`src/rtl/booth_pp_reduction_pipe.sv`:
```
// booth_pp_reduction_pipe
//
// Reduces the six aligned radix-8 Booth partial products of a 16x16 signed
// multiply to the 32-bit product. There are three register stages:
//   S1: two 3:2 carry-save adders, one on {pp0,pp1,pp2} and one on {pp3,pp4,pp5}
//   S2: a 4:2 reduction built from two 3:2 CSAs
//   S3: a carry-propagate add, keeping the low P_W bits
// Each stage is gated by valid/ready. Empty stages let data advance even when
// the output is stalled.
//
// Ports:
//   clk        clock, rising edge
//   rst        synchronous active-high reset (clears valid bits and product)
//   pp0..pp5   PP_W-bit partial products, pp_k already weighted by 2^(3k)
//   in_valid   partial products valid
//   in_ready   pipeline can accept this cycle (independent of in_valid)
//   product    P_W-bit signed product
//   out_valid  product valid (registered, independent of out_ready)
//   out_ready  downstream accepts product

`timescale 1ns/1ps

module booth_pp_reduction_pipe #(
    parameter int unsigned PP_W = 34,
    parameter int unsigned P_W  = 32
) (
    input  logic            clk,
    input  logic            rst,
    input  logic [PP_W-1:0] pp0,
    input  logic [PP_W-1:0] pp1,
    input  logic [PP_W-1:0] pp2,
    input  logic [PP_W-1:0] pp3,
    input  logic [PP_W-1:0] pp4,
    input  logic [PP_W-1:0] pp5,
    input  logic            in_valid,
    output logic            in_ready,
    output logic [P_W-1:0]  product,
    output logic            out_valid,
    input  logic            out_ready
);

    // 3:2 compressor, modulo 2^PP_W: the carry shift drops the old MSB.
    function automatic logic [PP_W-1:0] csa_sum(input logic [PP_W-1:0] x,
                                                 input logic [PP_W-1:0] y,
                                                 input logic [PP_W-1:0] z);
        return x ^ y ^ z;
    endfunction

    function automatic logic [PP_W-1:0] csa_carry(input logic [PP_W-1:0] x,
                                                   input logic [PP_W-1:0] y,
                                                   input logic [PP_W-1:0] z);
        logic [PP_W-1:0] maj;
        maj = (x & y) | (x & z) | (y & z);
        return {maj[PP_W-2:0], 1'b0};
    endfunction

    // Stage state
    logic            v1_q, v2_q, v3_q;
    logic [PP_W-1:0] sa_q, ca_q, sb_q, cb_q;
    logic [PP_W-1:0] s2_q, c2_q;
    logic [P_W-1:0]  product_q;

    // Bubble-collapsing ready chain: a stage may load if it is empty or if
    // the stage below is moving.
    logic adv1, adv2, adv3;

    always_comb begin
        adv3 = ~v3_q | out_ready;
        adv2 = ~v2_q | adv3;
        adv1 = ~v1_q | adv2;
    end

    assign in_ready  = adv1;
    assign out_valid = v3_q;
    assign product   = product_q;

    // S1 next-state
    logic [PP_W-1:0] sa_d, ca_d, sb_d, cb_d;

    always_comb begin
        sa_d = csa_sum(pp0, pp1, pp2);
        ca_d = csa_carry(pp0, pp1, pp2);
        sb_d = csa_sum(pp3, pp4, pp5);
        cb_d = csa_carry(pp3, pp4, pp5);
    end

    // S2 next-state: (sA, cA, sB) -> (s', c'), then (s', c', cB) -> (s2, c2)
    logic [PP_W-1:0] sp, cp, s2_d, c2_d;

    always_comb begin
        sp   = csa_sum(sa_q, ca_q, sb_q);
        cp   = csa_carry(sa_q, ca_q, sb_q);
        s2_d = csa_sum(sp, cp, cb_q);
        c2_d = csa_carry(sp, cp, cb_q);
    end

    // S3 next-state: full-width add, upper bits are discarded by truncation
    logic [PP_W-1:0] sum3;
    logic [P_W-1:0]  product_d;
    logic            unused_sum_hi;

    always_comb begin
        sum3      = s2_q + c2_q;
        product_d = sum3[P_W-1:0];
    end

    assign unused_sum_hi = ^sum3[PP_W-1:P_W];

    // Control state and output register
    always_ff @(posedge clk) begin
        if (rst) begin
            v1_q      <= 1'b0;
            v2_q      <= 1'b0;
            v3_q      <= 1'b0;
            product_q <= '0;
        end else begin
            if (adv1) v1_q <= in_valid;
            if (adv2) v2_q <= v1_q;
            if (adv3) begin
                v3_q <= v2_q;
                // Bubbles leave the last valid product visible on the port.
                if (v2_q) product_q <= product_d;
            end
        end
    end

    // Carry-save datapath: contents are meaningless while the stage is empty,
    // so these registers need no reset.
    always_ff @(posedge clk) begin
        if (adv1 && in_valid) begin
            sa_q <= sa_d;
            ca_q <= ca_d;
            sb_q <= sb_d;
            cb_q <= cb_d;
        end
        if (adv2 && v1_q) begin
            s2_q <= s2_d;
            c2_q <= c2_d;
        end
    end

endmodule

```
`config.mk`:
```
export PLATFORM = sky130hd
export DESIGN_NAME = booth_pp_reduction_pipe
export DESIGN_NICKNAME = d
export VERILOG_FILES = /design/src/rtl/booth_pp_reduction_pipe.sv
export SDC_FILE = /design/constraint.sdc
export NUM_CORES = 1
export LEC_CHECK = 0
export ABC_AREA = 1
export CORE_MARGIN = 4
export CORE_UTILIZATION = 52
export CTS_BUF_LIST = sky130_fd_sc_hd__clkbuf_4 sky130_fd_sc_hd__clkbuf_8 sky130_fd_sc_hd__clkbuf_16
export DETAILED_ROUTE_END_ITERATION = 16
export PLACE_DENSITY = 0.81
export SKIP_CTS_REPAIR_TIMING = 1
export SYNTH_ARGS = -nofsm -noshare
export SYNTH_HDL_FRONTEND = slang
export SYNTH_SLANG_ARGS = --single-unit
```
`constraint.sdc`:
```
create_clock -name clk -period 5.6 [get_ports clk]
set_input_delay 1.4 -clock clk [delete_from_list [all_inputs] [get_ports clk]]
set_output_delay 1.4 -clock clk [all_outputs]
set_load 0.005 [all_outputs]
```
==> key figures, run 1 <==
STA
  • Final setup viols: 0
  • Setup_tns: 0 ns
  • Max Clock Freq: around 0.25 GHz
  • Post-layout min period: around 4.1 ns
  • Worst-margin pin slew: ~1.1 ns
  • Clock skew: 0.00606 ns
  • Slew HR: ~26%
  • Period utilization: between 70% and 80%
  • RSZ-0062 raised after global routing: false
  • Pins Over Slew Limit: 0
  • Final Hold Fails: 0

Setup path
  • WP data required: roughly 4.2 ns
  • Crit path kind: in2out
  • R2R Setup Slk: 3.24 ns
  • Crit path capture type: output port
  • Worst Reg-to-Reg Cells: 8
  • CP arrival: around 2.7 ns
  • FF-to-FF End: product[25]
  • Worst reg2reg startpoint: out_valid
  • Worst-path fanout max: 3
  • Startpoint types: input port

Clock tree
  • Root buf cell: clkbuf_16
  • H-tree levels: 1
  • Worst-Skew Late Latency: just over 0.5 ns
  • Clk slew on worst S/H paths: 0.06 ns
  • Clock sinks: between 200 and 250
  • Clock Tree Buf Depth: 3
  • CTS tree: done
  • CTS Buf Count: 24

Detailed routing
  • Vias/cell: about 4.8
  • Final WL: roughly 23000 µm
  • Avg WL per Cell: between 15 and 20 µm
  • # DRC: 0
  • Met2 Routed Length: roughly 12000 µm
  • Initial DRT Pass Iterations: 5
  • Post-route ant nets: 0
  • DR vias: 7238
  • Post-route met1 wirelength: roughly 10000 µm
  • Met3 wire length: between 1000 and 1500 µm
  • DR iter-0 viols: approximately 380
  • DR top layer: met4

Logic synthesis
  • Sequential-to-total area share from yosys stat: a little over half
  • Synth Net Count: around 1300
  • Largest area contributor in the netlist: edfxtp_1
  • Synthesis-stage register bit count: between 200 and 250
  • Post-synth EDFFs: about 190
  • Ys async rst share: 0%
  • Share of the synthesized area in the top cell type: about 48%
  • Syn Area/Cell: around 12 µm²
  • Unique masters post-synth: 31
  • Most used DFF post-synth: edfxtp_1
  • Mapped Area: between 10000 and 15000 µm²
  • Cell count after synthesis: 960
  • Post-synth top cells: nand2_1, edfxtp_1, inv_1
  • Ys Warns: 0
  • Most numerous cell in the Yosys netlist: nand2_1
  • Dominant cells by area after synthesis: edfxtp_1, fa_1, nand2_1, dfxtp_1, inv_1

GRT
  • Vias in the first global route: roughly 7600
  • Gr usage total: between 10% and 20%
  • First-pass GRT wire length: 37100 µm
  • Total grt overflow: 0
  • Largest net degree at the start of global routing: 76
  • Antenna violations before repair: 0

Cells and area
  • Nets: between 1500 and 2000
  • Final instance area: 15100 µm²
  • Fill count: approximately 1600
  • P&R area growth vs syn: 28.8%
  • Final core utilization: around two thirds
  • Ant. Diodes: 0
  • Share of layout cells above drive strength 1: about 5.2%

Floorplan
  • Die H: approximately 160 µm
  • Die Wd: 158 µm
  • Die ar.: around 25000 µm²
  • Cell Rows: 54
  • # IOs: about 240
  • CORE AREA: ~22000 µm²
  • Initial core utilization: 53.2%

Hold path
  • Worst Hold Launch: v2_q
  • Hold/Removal Path Class: reg2reg
  • Hold worst-path end: out_valid
  • Worst hold stages: 2

Placement
  • Final Wtd Congestion: between 0.8 and 0.9
  • DP HPWL: about 18000 µm
  • DP Area: 14400 µm²
  • IO buf count: 229

Status
  • Status: finished, final reports clean

Pwr
  • Pleak: roughly 6.2 nW
  • VDD IR max: 207 µV
  • Power density over the cells: approximately 310 nW/µm²

Run
  • Max Cap Viol: 0
-- stage by stage --
stage	std cells	worst slack, ns	hold slack [ns]	power (mW)
after floorplan	960	0.949	0.450	2.74
final	1505	1.53	0.478	4.62
after CTS	1505	1.52	0.479	4.67
after global placement	1463	1.58	0.459	3.15
after global routing	1505	1.41	0.501	4.89
after detailed placement	1463	1.53	0.470	3.19
-- worst max path at each step --
stage | from | endpoint | depth (start not counted)
after floorplan | out_ready | ca_q[10] | 6
after global placement | out_ready | in_ready | 6
after detailed placement | out_ready | in_ready | 6
after CTS | out_ready | in_ready | 6
after global routing | out_ready | in_ready | 6
final | out_ready | in_ready | 6
-- worst max-delay path, cell delays in order --
cell and delay (ns):
clkdlybuf4s50_1 0.46, inv_1 0.04, nand2_1 0.09, nor2_1 0.07
nand2_1 0.10, clkdlybuf4s50_1 0.51
-- power by group --
part	switching (mW)	internal [mW]	leakage, nW
Combinational	0.581	0.473	3.75
Sequential	0.0704	2.03	2.10
Clock	0.608	0.856	0.362
-- state kept, by name, summed over array words and instances (netlist names) --
name       flops
product       32
s2_q          32
sa_q          32
sb_q          32
ca_q          31
cb_q          31
c2_q          30
out_valid      1
v1_q           1
v2_q           1
-- area by class of cell --
cell class / count / area (µm²) / area share [%]
Inverter: 137 / 517 / 3.42
Multi-Input combinational cell: 591 / 4820 / 31.9
Clock buffer: 26 / 633 / 4.19
Clock inverter: 16 / 105 / 0.696
Tap cell: 280 / 350 / 2.32
Sequential cell: 223 / 6350 / 42.0
Timing Repair Buffer: 232 / 2330 / 15.4
-- per-layer routing --
layer  track usage, %  vias to the layer above
li1                 -                     3582
met1             26.5                     3444
met2             31.8                      191
met3             3.17                       21
met4             3.45                        0
met5                0                        -
-- layout by cell type, fill, tap and decap left out, drive strengths merged --
| cell type | netlist | routed |
|---|---|---|
| clkinvlp | 0 | 2 |
| nor3 | 1 | 1 |
| buf | 6 | 3 |
| and2 | 3 | 3 |
| xor2 | 12 | 12 |
| o21bai | 4 | 4 |
| nand4 | 3 | 3 |
| dfxtp | 35 | 35 |
| inv | 136 | 136 |
| a211oi | 1 | 1 |
| a21o | 1 | 1 |
| bufinv | 0 | 1 |
| nand2 | 215 | 215 |
| edfxtp | 188 | 188 |
| o211ai | 2 | 2 |
| xnor2 | 8 | 8 |
| fa | 123 | 123 |
| clkinv | 1 | 14 |
| nand3 | 39 | 39 |
| a21oi | 26 | 26 |
| clkbuf | 3 | 26 |
| nand3b | 1 | 1 |
| ha | 30 | 30 |
| nor2 | 103 | 103 |
| o21ai | 19 | 19 |
| clkdlybuf4s50 | 0 | 229 |
-- cell families (layout without fill, tap and decap cells) --
kind of cell	Yosys count	count (layout)	share of synthesized area [%]
flops	223	223	54.1
compound gates	53	53	2.53
simple gates	365	365	12.9
buf+inv	146	411	4.78
fa+ha+maj	153	153	24.2
xor+xnor	20	20	1.49
Power figures use the tool's default switching activity.
==> inputs of run 2 (changes only) <==
clock period = 4.2 ns   (was 5.6 ns; I/O delays follow)
==> run 2 against run 1 <==
Cell count rose by 0.13%. Count of clock-buffer cells in the layout rose by 3. Highest routed layer unchanged. Combinational power rose by 34%. Largest cell class unchanged. Largest power group unchanged. Worst hold slack got worse by 0.0040 ns. Die area did not move. Register-to-register slack got worse by 1.3 ns. Sequential power rose by 33%. Setup slack got worse by 0.66 ns. Wire length rose by 1.7%.
==> key figures, run 2 (same netlist as run 1, synthesis figures left out) <==
Run
  • Max Cap Viol: 0

Pwr
  • Pleak: around 6.3 nW
  • VDD IR max: approximately 250 µV
  • Power density over the cells: between 400 and 500 nW/µm²
  • Power Total: around 6.6 mW

Floorplan
  • # IOs: roughly 240
  • Die H: between 150 and 200 µm
  • Initial core utilization: roughly 53%
  • Cell Rows: 54
  • Die ar.: 25000 µm²
  • CORE AREA: 22000 µm²
  • Die Wd: roughly 160 µm

Clock tree
  • Worst-Skew Late Latency: just over 0.5 ns
  • Clock Tree Buf Depth: 3
  • Clk slew on worst S/H paths: roughly 0.06 ns
  • H-tree levels: 1
  • Root buf cell: clkbuf_16
  • Clock sinks: 223
  • CTS tree: done
  • CTS Buf Count: 24

Cells and area
  • Fill count: roughly 1600
  • Area of the multi-input gates: 4820 µm²
  • Ant. Diodes: 0
  • Register area: about 6300 µm²
  • Non-filler cells, final: roughly 1500
  • Final instance area: ~15000 µm²
  • Share of layout cells above drive strength 1: 5.70%
  • Nets: about 1600
  • Most frequent cells in the layout: clkdlybuf4s50_1, nand2_1, edfxtp_1
  • Most common cell after layout, fill and taps aside: clkdlybuf4s50_1
  • P&R area growth vs syn: 30.6%

Setup path
  • Worst-path cell chain: clkdlybuf4s50_1, inv_1, nand2_1, nor2_1, nand2_1, clkdlybuf4s50_1
  • R2R Setup Slk: slightly below 2 ns
  • Worst setup endpoint: in_ready
  • Crit path capture type: output port
  • Critical path buffers and inverters: 3
  • Worst-path fanout max: 3
  • Crit path kind: in2out
  • Crit path max-delay family: buffers and inverters
  • WP data required: 3.15 ns
  • FF-to-FF End: product[30]
  • Startpoint types: input port
  • Worst Reg-to-Reg Cells: 13
  • CP Depth: 6
  • CP arrival: around 2.3 ns
  • CP peak stage delay: 0.51 ns
  • Crit path launch: out_ready
  • Slowest-stage cell, CP: clkdlybuf4s50_1
  • Worst reg2reg startpoint: c2_q[2]

GRT
  • Antenna violations before repair: 0
  • Total grt overflow: 0
  • First-pass GRT wire length: roughly 38000 µm
  • Gr usage total: slightly below 20%
  • Largest net degree at the start of global routing: between 50 and 60
  • Vias in the first global route: 7819

STA
  • Max Clock Freq: ~0.30 GHz
  • Post-layout min period: roughly 3.3 ns
  • Setup_tns: 0 ns
  • Final Hold Fails: 0
  • RSZ-0062 raised after global routing: false
  • Worst-margin pin slew: ~0.75 ns
  • Final setup viols: 0
  • Hold Worst Slack: roughly 0.47 ns
  • Period utilization: about four fifths
  • Clock skew: 0.0198 ns
  • Pins Over Slew Limit: 0
  • Slew HR: approximately 50%

Placement
  • DP HPWL: 18900 µm
  • DP Area: 14400 µm²
  • IO buf count: 229
  • Placed Cells: 1465
  • Final Wtd Congestion: ~0.84

Detailed routing
  • DR vias: about 7300
  • Initial DRT Pass Iterations: 5
  • # DRC: 0
  • Vias/cell: slightly below 5
  • Final WL: ~24000 µm
  • DR iter-0 viols: 444
  • Post-route ant nets: 0
  • Avg WL per Cell: 15.7 µm

Hold path
  • Hold/Removal Path Class: reg2reg

Status
  • Status: finished, final reports clean
[run 2: metrics by stage]
stage | setup slack [ns] | util [%]
floorplan | 0.464 | -
global placement | 0.877 | 65.4
detailed placement | 0.864 | 65.4
CTS | 0.859 | 69.5
global route | 0.783 | 69.5
finish | 0.869 | 69.5
[run 2: routing by layer]
layer,up-vias,track usage (%),part of all wire (%)
met5,-,0,0
met3,38,2.79,5.0
met1,3477,26.9,44
li1,3593,-,-
met4,0,4.39,1.8
met2,214,33.2,50
[run 2: final cells by class]
class	count	area share, %
clock buffers	29	4.28
well taps	280	2.29
flip-flops and latches	223	41.5
inverters	137	3.38
multi-input cells	591	31.5
clock inverters	13	1.56
repair buffers	234	15.5
[run 2: worst min path at each step]
stage,startpoint,end,cells past startpoint
2_1_floorplan,v2_q,out_valid,2
3_3_place_gp,v2_q,out_valid,2
3_5_place_dp,v2_q,out_valid,2
4_1_cts,v2_q,out_valid,2
5_1_grt,product[1],product[1],2
6_report,v2_q,out_valid,2
[run 2: worst reg2reg max path, cell delays in order (launching register included)]
cell and delay [ns]:
edfxtp_1 0.33, ha_1 0.28, inv_1 0.09, fa_1 0.41, inv_1 0.11, nand3_1 0.07, nand3_1 0.17, nand3_1 0.12
nand3_2 0.14, nand2_2 0.07, nand3_1 0.08, nand2_1 0.05, nor2_1 0.15, nor2_1 0.05
[run 2: where the power goes]
part | internal (mW) | total, mW | switching [mW]
Combinational | 0.634 | 1.41 | 0.776
Clock | 1.53 | 2.34 | 0.811
Sequential | 2.71 | 2.80 | 0.0972
Total | 4.87 | 6.56 | 1.68
